**src/rtl/sega_joy_scan.sv**
```systemverilog
// sega_joy_scan: multi-port DB9 pad scanner (Atari / SMS / Mega Drive 3- and 6-button).
// Drives the shared select line through an 8-phase frame plus an idle tail, samples every
// port on the tick that ends each phase, and commits all ports atomically at the end of phase 7.
// Optional build macro: JOY_DEBOUNCE_EN (output bits only change after two agreeing frames).
module sega_joy_scan #(
    parameter int NUM_PORTS = 2,
    parameter int TICK_DIV  = 600,
    parameter int IDLE_PH   = 128
) (
    input  logic                      clk_sys,
    input  logic                      res_n_i,
    input  logic                      en_i,
    input  logic [6*NUM_PORTS-1:0]    pad_i,
    output logic                      sel_o,
    output logic [12*NUM_PORTS-1:0]   joy_o,
    output logic [NUM_PORTS-1:0]      six_btn_o,
    output logic                      frame_o
);

    localparam int CNT_W = (TICK_DIV > 1) ? $clog2(TICK_DIV) : 1;
    localparam int IDL_W = (IDLE_PH > 1) ? $clog2(IDLE_PH) : 1;
    localparam int JW    = 12 * NUM_PORTS;
    localparam int PW    = 6 * NUM_PORTS;

    typedef enum logic [3:0] {
        PH0, PH1, PH2, PH3, PH4, PH5, PH6, PH7, PH_IDLE
    } phase_t;

    phase_t           phase;
    logic [CNT_W-1:0] pre_cnt;
    logic [IDL_W-1:0] idle_cnt;
    logic             tick;

    logic [PW-1:0]        pad_p0;
    logic [PW-1:0]        pad_p1;
    logic [JW-1:0]        shadow;
    logic [NUM_PORTS-1:0] md;
    logic [NUM_PORTS-1:0] six;

    // Phase-ending tick; the whole sequencer stalls while en_i is low.
    assign tick = en_i && (pre_cnt == CNT_W'(TICK_DIV - 1));

    // Sequencer: prescaler, phase/idle counters, registered select line and commit strobe.
    always_ff @(posedge clk_sys or negedge res_n_i) begin
        if (!res_n_i) begin
            phase    <= PH0;
            pre_cnt  <= '0;
            idle_cnt <= '0;
            sel_o    <= 1'b1;
            frame_o  <= 1'b0;
        end else begin
            frame_o <= 1'b0;
            if (en_i) begin
                if (tick) begin
                    pre_cnt <= '0;
                    case (phase)
                        PH7: begin
                            frame_o <= 1'b1;
                            if (IDLE_PH == 0) begin
                                phase <= PH0;
                                sel_o <= 1'b0;
                            end else begin
                                phase    <= PH_IDLE;
                                idle_cnt <= '0;
                                sel_o    <= 1'b1;
                            end
                        end
                        PH_IDLE: begin
                            if (idle_cnt == IDL_W'(IDLE_PH - 1)) begin
                                phase <= PH0;
                                sel_o <= 1'b0;
                            end else begin
                                idle_cnt <= idle_cnt + 1'b1;
                            end
                        end
                        default: begin
                            // Select alternates 0,1,0,1...: phase k+1 drives (k+1)[0].
                            phase <= phase_t'(phase + 4'd1);
                            sel_o <= ~phase[0];
                        end
                    endcase
                end else begin
                    pre_cnt <= pre_cnt + 1'b1;
                end
            end
        end
    end

`ifdef JOY_DEBOUNCE_EN
    logic [JW-1:0]        shadow_prev;
    logic [NUM_PORTS-1:0] six_prev;
    logic [JW-1:0]        joy_agree;
    logic [NUM_PORTS-1:0] six_agree;

    // A bit may only move when this frame and the previous one read the same value.
    assign joy_agree = ~(shadow ^ shadow_prev);
    assign six_agree = ~(six ^ six_prev);
`endif

    // Input synchroniser, per-phase sampling into the shadow word, and end-of-frame commit.
    always_ff @(posedge clk_sys or negedge res_n_i) begin
        if (!res_n_i) begin
            pad_p0    <= '1;
            pad_p1    <= '1;
            shadow    <= '1;
            md        <= '0;
            six       <= '0;
            joy_o     <= '1;
            six_btn_o <= '0;
`ifdef JOY_DEBOUNCE_EN
            shadow_prev <= '1;
            six_prev    <= '0;
`endif
        end else begin
            pad_p0 <= pad_i;
            pad_p1 <= pad_p0;
            if (tick) begin
                for (int p = 0; p < NUM_PORTS; p++) begin
                    case (phase)
                        PH1: begin
                            shadow[12*p +: 6] <= pad_p1[6*p +: 6];
                            md[p]             <= 1'b0;
                            six[p]            <= 1'b0;
                        end
                        PH2: begin
                            // Left+Right both low with select low is the Mega Drive signature.
                            if (!pad_p1[6*p+3] && !pad_p1[6*p+2]) begin
                                md[p]               <= 1'b1;
                                shadow[12*p+6 +: 2] <= pad_p1[6*p+4 +: 2];
                            end else begin
                                shadow[12*p+6 +: 2] <= 2'b11;
                            end
                        end
                        PH4: begin
                            if (md[p] && (pad_p1[6*p +: 4] == 4'h0)) begin
                                six[p] <= 1'b1;
                            end
                        end
                        PH5: begin
                            shadow[12*p+8 +: 4] <= six[p] ? pad_p1[6*p +: 4] : 4'hF;
                        end
                        default: ;
                    endcase
                end
                if (phase == PH7) begin
`ifdef JOY_DEBOUNCE_EN
                    joy_o       <= (joy_o & ~joy_agree) | (shadow & joy_agree);
                    six_btn_o   <= (six_btn_o & ~six_agree) | (six & six_agree);
                    shadow_prev <= shadow;
                    six_prev    <= six;
`else
                    joy_o     <= shadow;
                    six_btn_o <= six;
`endif
                end
            end
        end
    end

endmodule

```
**config.mk**
```make
export PLATFORM = sky130hd
export DESIGN_NAME = sega_joy_scan
export DESIGN_NICKNAME = d
export VERILOG_FILES = /design/src/rtl/sega_joy_scan.sv
export SDC_FILE = /design/constraint.sdc
export NUM_CORES = 1
export LEC_CHECK = 0
export BUFFER_PORTS_ARGS = -buffer_cell sky130_fd_sc_hd__buf_4
export CORE_ASPECT_RATIO = 1.25
export CORE_UTILIZATION = 44
export CTS_CLUSTER_DIAMETER = 200
export DETAILED_ROUTE_END_ITERATION = 8
export MAX_ROUTING_LAYER = met4
export PLACE_DENSITY_LB_ADDON = 0.3
export SETUP_SLACK_MARGIN = 0.05
export SLEW_MARGIN = 20
export SYNTH_ARGS = -nofsm -noshare
export SYNTH_HDL_FRONTEND = slang
export SYNTH_SLANG_ARGS = --single-unit
```
**constraint.sdc**
```tcl
create_clock -name clk_sys -period 2.4 [get_ports clk_sys]
set_input_delay 0.12 -clock clk_sys [delete_from_list [all_inputs] [get_ports clk_sys]]
set_output_delay 0.12 -clock clk_sys [all_outputs]
set_load 0.05 [all_outputs]
```
==> impl_metrics.toml, run 1 <==
[floorplan]
rows = 39
core_area_um2 = 9220
die_w_um = 89.6
die_h_um = 112
dieArea_um2 = 9990
start_util_pct = 45.8
io-pin-count = 43

[pwr]
p_int_mw = 2.73
clock_power_share_pct = 40.5
ir_drop_uv = 374
swShare_pct = 21.9
p_seq_share_pct = 53.8
powerDensity_nw_per_um2 = 690
power_switching_uw = 765
power_leakage_nw = 2.18
power_frac_comb_pct = 5.7

[run]
drv_cap = 0

[grt]
grt.total_usage_pct = 16.4
grt_max_degree = 54
gr-total-overflow = 0
grt_pass1_wl_um = 12000
antenna_found_initial = 0
grt_pass1_vias = 2530

[clocking]
cts_buffer_depth = 2
clkTransAtPathRegs_ns = 0.06
cts_buffers = 9
cts_resized = 0
clock_latency_ns = 0.34
cts_setup_buffers = 0
cts_tree = "yes"
cts_num_sinks = 101
htree_num_levels = 3
cts-root-buf = "clkbuf_16"

[synth]
synth_edf_count = 0
ys_seq_area_share_pct = 62.0
synthCells = 283
yosysMostFrequentCell = "dfstp_2"
synthArstFlopShare_pct = 100
synth.distinct_cells = 47
synth_top_area_share_pct = 45.4
avgSynthCellArea_um2 = 14.9
synth_top_area_cell = "dfstp_2"
yosys_most_used_dff = "dfstp_2"
synth_common_cells = "dfstp_2 (73), mux2_2 (34), dfrtp_1 (28)"
netlist_area_um2 = 4220
synth.area.top_cells = "dfstp_2 (45%), dfrtp_1 (17%), mux2_2 (9.1%)"
ys.warnings.count = 0
syn_nets = 304
synth-seq-cells = 101

[sta]
slew_headroom_pct = 55.5
finalCritPeriodShare_pct = 86.7
final.setup_skew_ns = 0.00826
setup_viol = 0
slew_viol_final = 0
fin_crit_ns = 2.08
hold_viol_final = 0
fmax_mhz = 480
tns_ns = 0
worst_slack_ns = 0.318
rsz0062_at_grt = "false"
tightestPinTransition_ns = 0.668

[placement]
post-dp-hpwl_um = 4590
post-place-ws_ns = 0.333
numPortBuffers = 42
gp_congestion = 0.803

[cells_and_area]
nets = 367
multi_input_area_um2 = 1480
antenna-diode-count = 0
fillers = 780
synthToLayoutAreaGrowth_pct = 20.2
final_util_pct = 55.0
seq_area_um2 = 2620
drive_gt1_share_pct = 54.7

[worst_hold_path]
worstHoldPathType = "input port to register"

[drt]
drt_iter0_drc = 95
routed_wl_um = 7070
first_pass_iters = 4
drc = 0
vias_per_cell = 5.16
vias = 2448
wire_per_inst_um = 14.9
ant_nets = 0

[outcome]
status = "completed"

[critical_path]
end_kind = "register"
critical_path_class = "register to register"
cp-start-kind = "register"
cp.arrival_ns = 2.30
critPathRequiredTime_ns = 2.62
crit_fanout = 13
## power by group through the flow
stage / sequential, mW / combinational (mW) / clock [mW]
after floorplan: 1.88 / 0.115 / 0
after detailed placement: 1.91 / 0.187 / 0
after global routing: 1.90 / 0.228 / 1.53
after global placement: 1.90 / 0.184 / 0
after CTS: 1.88 / 0.203 / 1.46
final: 1.88 / 0.199 / 1.42
## through the flow
| stage | cell area (µm²) | hold WS (ns) | instances | total power, mW |
|---|---|---|---|---|
| after floorplan | 4220 | -0.176 | 283 | 2.00 |
| after global placement | 4660 | 0.193 | 445 | 2.09 |
| after detailed placement | 4660 | 0.201 | 445 | 2.09 |
| after CTS | 5080 | 0.0393 | 474 | 3.55 |
| after global routing | 5080 | 0.0732 | 474 | 3.66 |
| final | 5080 | 0.0447 | 474 | 3.50 |
## worst paths after layout
kind | start | end | slack, ns | cells past startpoint
worst max-delay path | pre_cnt[0]$_DFFE_PN0P_ | six_btn_o[1]$_DFFE_PN0P_ | 0.32 | 6
worst min-delay path | en_i | pre_cnt[1]$_DFFE_PN0P_ | 0.04 | 2
worst max register to register | pre_cnt[0]$_DFFE_PN0P_ | six_btn_o[1]$_DFFE_PN0P_ | 0.32 | 6
worst min register to register | pad_p0[9]$_DFF_PN1_ | pad_p1[9]$_DFF_PN1_ | 0.36 | 0
max in group asynchronous | res_n_i | joy_o[17]$_DFFE_PN1P_ | 1.32 | 3
min in group asynchronous | res_n_i | six_btn_o[0]$_DFFE_PN0P_ | 0.37 | 2
## flip-flops by register name, indices dropped and copies added (netlist names)
signal     flops
joy_o         24
sel_o          1
pre_cnt       10
phase          4
pad_p0        12
pad_p1        12
six_btn_o      2
frame_o        1
md             2
shadow        24
idle_cnt       7
six            2
## cell usage in the layout (no fill, tap or decap), types with 2 or more instances in the layout
| cell type | n |
|---|---|
| dfstp_2 | 73 |
| buf_4 | 46 |
| mux2_2 | 34 |
| dfrtp_1 | 28 |
| mux2_4 | 18 |
| dlygate4sd3_1 | 13 |
| nor2_1 | 12 |
| nand2_1 | 9 |
| nand4_1 | 9 |
| nand2b_1 | 9 |
| clkbuf_16 | 9 |
| nand3_1 | 8 |
| o21ai_0 | 6 |
| mux2i_1 | 6 |
| ha_1 | 6 |
| o2bb2ai_1 | 5 |
| inv_1 | 4 |
| and3_1 | 4 |
| xnor2_1 | 4 |
| o211ai_1 | 4 |
| or3_1 | 4 |
| clkbuf_1 | 4 |
| a22o_1 | 3 |
| and3_4 | 2 |
| nand3b_1 | 2 |
| a31oi_1 | 2 |
| xor2_1 | 2 |
| nor3_1 | 2 |
| buf_12 | 2 |
## routing by layer
layer,global-route usage [%],up-vias,wire length [µm]
met1,21.1,1252,3220
met2,24.4,36,3490
met5,-,-,0
li1,-,1144,-
met3,3.41,16,194
met4,8.15,0,165
## cells by family after synthesis
family                   share of synthesized area (%)
buffers and inverters                             2.82
flip-flops                                        62.0
multiplexers                                      16.9
AO/OA/AOI/OAI                                     4.51
AND/OR/NAND/NOR                                   10.7
adder cells (fa/ha/maj)                           1.78
XOR/XNOR                                          1.24
## critical path, cell delays in order, from the launching register on
cell and delay (ns):
dfrtp_1 0.43, ha_1 0.27, and3b_1 0.21, and3_4 0.22, and3_4 0.33, buf_12 0.19, mux2_4 0.30
## cell type report
type / instances / area share, %
clock buffers: 14 / 5.00
clock inverters: 2 / 0.690
inverters: 4 / 0.296
multi-input cells: 169 / 29.2
flip-flops and latches: 101 / 51.6
well taps: 123 / 3.03
repair buffers: 61 / 10.2
## repair_timing
action,CTS,global route
hold buffers,13,0
endpoints found under the setup margin,0,0
hold endpoints to repair,18,0
Power figures use the tool's default switching activity.
==> inputs of run 2 (changes only) <==
--- a/config.mk
+++ b/config.mk
@@ -12,6 +12,7 @@
 export DETAILED_ROUTE_END_ITERATION = 8
 export MAX_ROUTING_LAYER = met4
 export PLACE_DENSITY_LB_ADDON = 0.3
+export RECOVER_POWER = 25
 export SETUP_SLACK_MARGIN = 0.05
 export SLEW_MARGIN = 20
 export SYNTH_ARGS = -nofsm -noshare
==> run 2 against run 1 <==
Count of clock-buffer cells in the layout unchanged. Wire length decreased by 0.28%. Register-to-register slack about the same. Sequential share of layout area about the same. Clock skew about the same. Maximum frequency about the same. Sequential power about the same. Die area unchanged. Critical path depth unchanged. Critical path type unchanged.
==> impl_metrics.toml, run 2 (synthesis gave the netlist of run 1 again) <==
[cells_and_area]
fin_cells = 474
fin_area_um2 = 5070
antenna-diode-count = 0
top_regs = "joy_o x24, shadow x24"
final_util_pct = 55.0
multi_input_area_um2 = 1480
nets = 367
seq_area_um2 = 2620
drive_gt1_share_pct = 54.7
mostFrequentLayoutCells = "dfstp_2 (73), mux2_2 (34), buf_4 (33)"
synthToLayoutAreaGrowth_pct = 20.2
fillers = 781
layout_commonest_cell = "dfstp_2"

[sta]
fmax_mhz = 481
tightestPinTransition_ns = 1.29
tns_ns = 0
fin_crit_ns = 2.08
hold_viol_final = 0
final.setup_skew_ns = 0.00827
finalCritPeriodShare_pct = 86.7
setup_viol = 0
rsz0062_at_grt = "false"
slew_viol_final = 0
slew_headroom_pct = 14.0

[placement]
place_inst = 445
numPortBuffers = 42
post-dp-hpwl_um = 4590
place_area_um2 = 4660
gp_congestion = 0.803

[drt]
drt_iter0_drc = 91
wire_per_inst_um = 14.9
vias_per_cell = 5.17
first_pass_iters = 4
drc = 0
routed_wl_um = 7050
ant_nets = 0
vias = 2449

[clocking]
clkTransAtPathRegs_ns = 0.06
clock_latency_ns = 0.34
cts_buffers = 9
cts_num_sinks = 101
cts_setup_buffers = 0
cts-root-buf = "clkbuf_16"
cts_buffer_depth = 2
cts_tree = "yes"
htree_num_levels = 3

[grt]
grt_pass1_vias = 2530
grt_pass1_wl_um = 12000
grt_max_degree = 54
antenna_found_initial = 0
gr-total-overflow = 0
grt.total_usage_pct = 16.4

[pwr]
power_leakage_nw = 2.17
report.power.total_mw = 3.50
ir_drop_uv = 376
powerDensity_nw_per_um2 = 690

[critical_path]
reg2regPathDepth = 6
critPathRequiredTime_ns = 2.62
critical_path_class = "register to register"
cp.arrival_ns = 2.30
crit_fanout = 13
end_kind = "register"
cp-start-kind = "register"

[floorplan]
io-pin-count = 43
dieArea_um2 = 9990
core_area_um2 = 9220
die_h_um = 112
start_util_pct = 45.8
die_w_um = 89.6
rows = 39

[worst_hold_path]
hold_depth = 2
worstHoldPathType = "input port to register"

[outcome]
status = "completed"

[run]
drv_cap = 0
-- run 2: final cells by class --
class / instances / share of cell area [%]
flip-flops and latches: 101 / 51.6
multi-input cells: 169 / 29.2
repair buffers: 61 / 10.1
clock buffers: 14 / 5.01
well taps: 123 / 3.03
clock inverters: 2 / 0.691
inverters: 4 / 0.296
-- run 2: worst max-delay path, stage by stage (launching register included) --
cell,delay (ns)
dfrtp_1,0.43
ha_1,0.27
and3b_1,0.21
and3_4,0.22
and3_4,0.33
buf_12,0.19
mux2_4,0.30
-- run 2: timing repair --
item / CTS / global route
setup endpoints to repair: 0 / 0
hold endpoints to repair: 18 / 0
hold buffers: 13 / 0
gates resized for setup: 0 / 0
-- run 2: stage by stage --
stage	hold slack (ns)	worst slack (ns)
2_1_floorplan	-0.176	0.524
3_3_place_gp	0.193	0.386
3_5_place_dp	0.201	0.333
4_1_cts	0.0393	0.327
5_1_grt	0.0732	0.213
6_report	0.0447	0.319
-- run 2: power by group --
group          leakage, nW  internal, mW  switching (mW)  total [mW]
combinational        0.912        0.0985          0.0986       0.197
clock                0.141         0.837           0.583        1.42
sequential            1.12          1.80          0.0840        1.88
total                 2.17          2.73           0.766        3.50
-- run 2: final timing paths --
| kind | start | end | slack, ns |
|---|---|---|---|
| max | pre_cnt[0]$_DFFE_PN0P_ | six_btn_o[1]$_DFFE_PN0P_ | 0.32 |
| min | en_i | pre_cnt[1]$_DFFE_PN0P_ | 0.04 |
| max reg2reg | pre_cnt[0]$_DFFE_PN0P_ | six_btn_o[1]$_DFFE_PN0P_ | 0.32 |
| min reg2reg | pad_p0[9]$_DFF_PN1_ | pad_p1[9]$_DFF_PN1_ | 0.36 |
| max in group asynchronous | res_n_i | joy_o[17]$_DFFE_PN1P_ | 0.89 |
| min in group asynchronous | res_n_i | pre_cnt[6]$_DFFE_PN0P_ | 0.60 |
-- run 2: metal layers --
metal | vias to the layer above | routed length [µm] | global-route usage, %
li1 | 1142 | - | -
met1 | 1250 | 3190 | 21.1
met2 | 39 | 3490 | 24.4
met3 | 18 | 197 | 3.41
met4 | 0 | 167 | 8.15
met5 | - | 0 | -
==> inputs of run 3 (changes only) <==
--- a/config.mk
+++ b/config.mk
@@ -5,11 +5,11 @@
 export SDC_FILE = /design/constraint.sdc
 export NUM_CORES = 1
 export LEC_CHECK = 0
-export BUFFER_PORTS_ARGS = -buffer_cell sky130_fd_sc_hd__buf_4
 export CORE_ASPECT_RATIO = 1.25
 export CORE_UTILIZATION = 44
 export CTS_CLUSTER_DIAMETER = 200
 export DETAILED_ROUTE_END_ITERATION = 8
+export DONT_BUFFER_PORTS = 1
 export MAX_ROUTING_LAYER = met4
 export PLACE_DENSITY_LB_ADDON = 0.3
 export RECOVER_POWER = 25
==> run 3 against run 2 <==
The flow now finishes with violations (negative hold slack). Total power up 0.16%. Via count down 7.5%. Count of clock-buffer cells in the layout down 4. Clock skew about the same. Sequential share of layout area up 3.4 points. Global-route usage down 0.087 points. Register-to-register slack worse by 0.03 ns. Utilization down 3.4 points. Critical endpoint is now joy_o[16]$_DFFE_PN1P_. Largest cell class unchanged.
==> impl_metrics.toml, run 3 (synthesis gave the netlist of run 1 again) <==
[outcome]
status = "finished with violations"
violations = "negative hold slack"

[grt]
gr-total-overflow = 0
grt_pass1_vias = 2320
grt_pass1_wl_um = 11800
antenna_found_initial = 0
grt_max_degree = 102
grt.total_usage_pct = 16.3

[critical_path]
rr_startpoint = "pre_cnt[0]$_DFFE_PN0P_"
critical_path_class = "register to register"
critPathLaunch = "pre_cnt[0]$_DFFE_PN0P_"
cpMostUsedCell = "and3_4"
reg2regPathDepth = 6
cp.arrival_ns = 2.38
cp_slowest_cell = "dfrtp_1"
regToRegEndpoint = "joy_o[16]$_DFFE_PN1P_"
critPathRequiredTime_ns = 2.67
cp-start-kind = "register"
crit_fanout = 15
cp_slowest_stage_delay_ns = 0.44
end_kind = "register"
path_cells = "ha_1 -> and3b_1 -> and3_4 -> and3_4 -> buf_4 -> mux2_4"
critPathTopFamily = "simple AND/OR/NAND/NOR gates"
rrSetupSlack_ns = 0.29
path_buf_inv = 1

[sta]
worst_slack_ns = 0.294
rsz0062_at_grt = "false"
slew_headroom_pct = 68.0
fmax_mhz = 475
final.setup_skew_ns = 0.00836
hold_ws_ns = -0.536
fin_crit_ns = 2.11
finalCritPeriodShare_pct = 87.8
setup_viol = 0
tightestPinTransition_ns = 0.481
slew_viol_final = 0
tns_ns = 0
hold_viol_final = 101

[pwr]
power_frac_comb_pct = 4.2
clock_power_share_pct = 42.1
power_leakage_nw = 1.95
swShare_pct = 22.3
ir_drop_uv = 320
report.power.total_mw = 3.50
p_seq_share_pct = 53.7
power_switching_uw = 781
p_int_mw = 2.72
powerDensity_nw_per_um2 = 737

[clocking]
cts_tree = "yes"
cts-root-buf = "clkbuf_16"
holdBufCountCts = 13
clock_latency_ns = 0.35
cts_buffer_depth = 2
htree_num_levels = 3
cts_num_sinks = 101
clkTransAtPathRegs_ns = 0.07
cts_resized = 0
cts_setup_buffers = 0
cts_buffers = 9

[placement]
numPortBuffers = 0
gp_congestion = 0.776
post-dp-hpwl_um = 4610
post-place-ws_ns = 0.303
place_inst = 403

[cells_and_area]
top_regs = "joy_o x24, shadow x24"
fin_cells = 432
fillers = 760
mostFrequentLayoutCells = "dfstp_2 (73), mux2_2 (34), dfrtp_1 (28)"
antenna-diode-count = 0
nets = 325
synthToLayoutAreaGrowth_pct = 12.7
layout_commonest_cell = "dfstp_2"
drive_gt1_share_pct = 49.8

[floorplan]
io-pin-count = 43
die_h_um = 112
core_area_um2 = 9220
start_util_pct = 45.8
rows = 39
die_w_um = 89.6
dieArea_um2 = 9990

[drt]
vias_per_cell = 5.25
routed_wl_um = 7030
drt_iter0_drc = 124
ant_nets = 0
wire_per_inst_um = 16.3
drc = 0
first_pass_iters = 4
vias = 2266

[worst_hold_path]
worstHoldPathType = "input port to asynchronous set/reset pin"

[run]
drv_cap = 0
## run 3: changes by cell type in the layout (fill, tap and decap cells not counted)
cell / previous run / this run
buf_12: 2 / 0
buf_4: 33 / 6
clkbuf_1: 4 / 0
clkbuf_2: 1 / 0
clkbuf_4: 12 / 0
clkinv_2: 1 / 0
clkinvlp_4: 0 / 3
inv_6: 0 / 2
## run 3: how the worst max path moves through the flow
| stage | depth (start not counted) | endpoint | slack, ns |
|---|---|---|---|
| floorplan | 7 | six_btn_o[1]$_DFFE_PN0P_ | 0.52 |
| global placement | 6 | joy_o[16]$_DFFE_PN1P_ | 0.35 |
| detailed placement | 6 | joy_o[16]$_DFFE_PN1P_ | 0.30 |
| CTS | 6 | joy_o[16]$_DFFE_PN1P_ | 0.28 |
| global route | 6 | joy_o[16]$_DFFE_PN1P_ | 0.18 |
| finish | 6 | joy_o[16]$_DFFE_PN1P_ | 0.29 |
## run 3: metal layers
layer	wire, µm	global-route usage, %	vias to the layer above
li1	-	-	1065
met1	3090	19.8	1160
met2	3520	24.4	30
met3	242	4.67	11
met4	174	8.68	0
met5	0	-	-
## run 3: area by class of cell
type	count	area (µm²)	area share, %
repair buffers	19	175	3.68
multi-input cells	169	1480	31.2
inverters	4	15.0	0.316
flip-flops and latches	101	2620	55.1
clock inverters	6	70.1	1.47
well taps	123	154	3.24
clock buffers	10	239	5.02
## run 3: power by group through the flow
stage / logic [mW] / registers [mW] / clock network [mW]
after global routing: 0.168 / 1.90 / 1.59
final: 0.147 / 1.88 / 1.48
after global placement: 0.126 / 1.90 / 0
after floorplan: 0.115 / 1.88 / 0
after detailed placement: 0.130 / 1.91 / 0
after CTS: 0.148 / 1.88 / 1.52
## run 3: per-stage QoR
| step | instance area [µm²] | utilization, % |
|---|---|---|
| after floorplan | 4220 | - |
| after global placement | 4320 | 46.8 |
| after detailed placement | 4320 | 46.8 |
| after CTS | 4760 | 51.6 |
| after global routing | 4760 | 51.6 |
| final | 4760 | 51.6 |
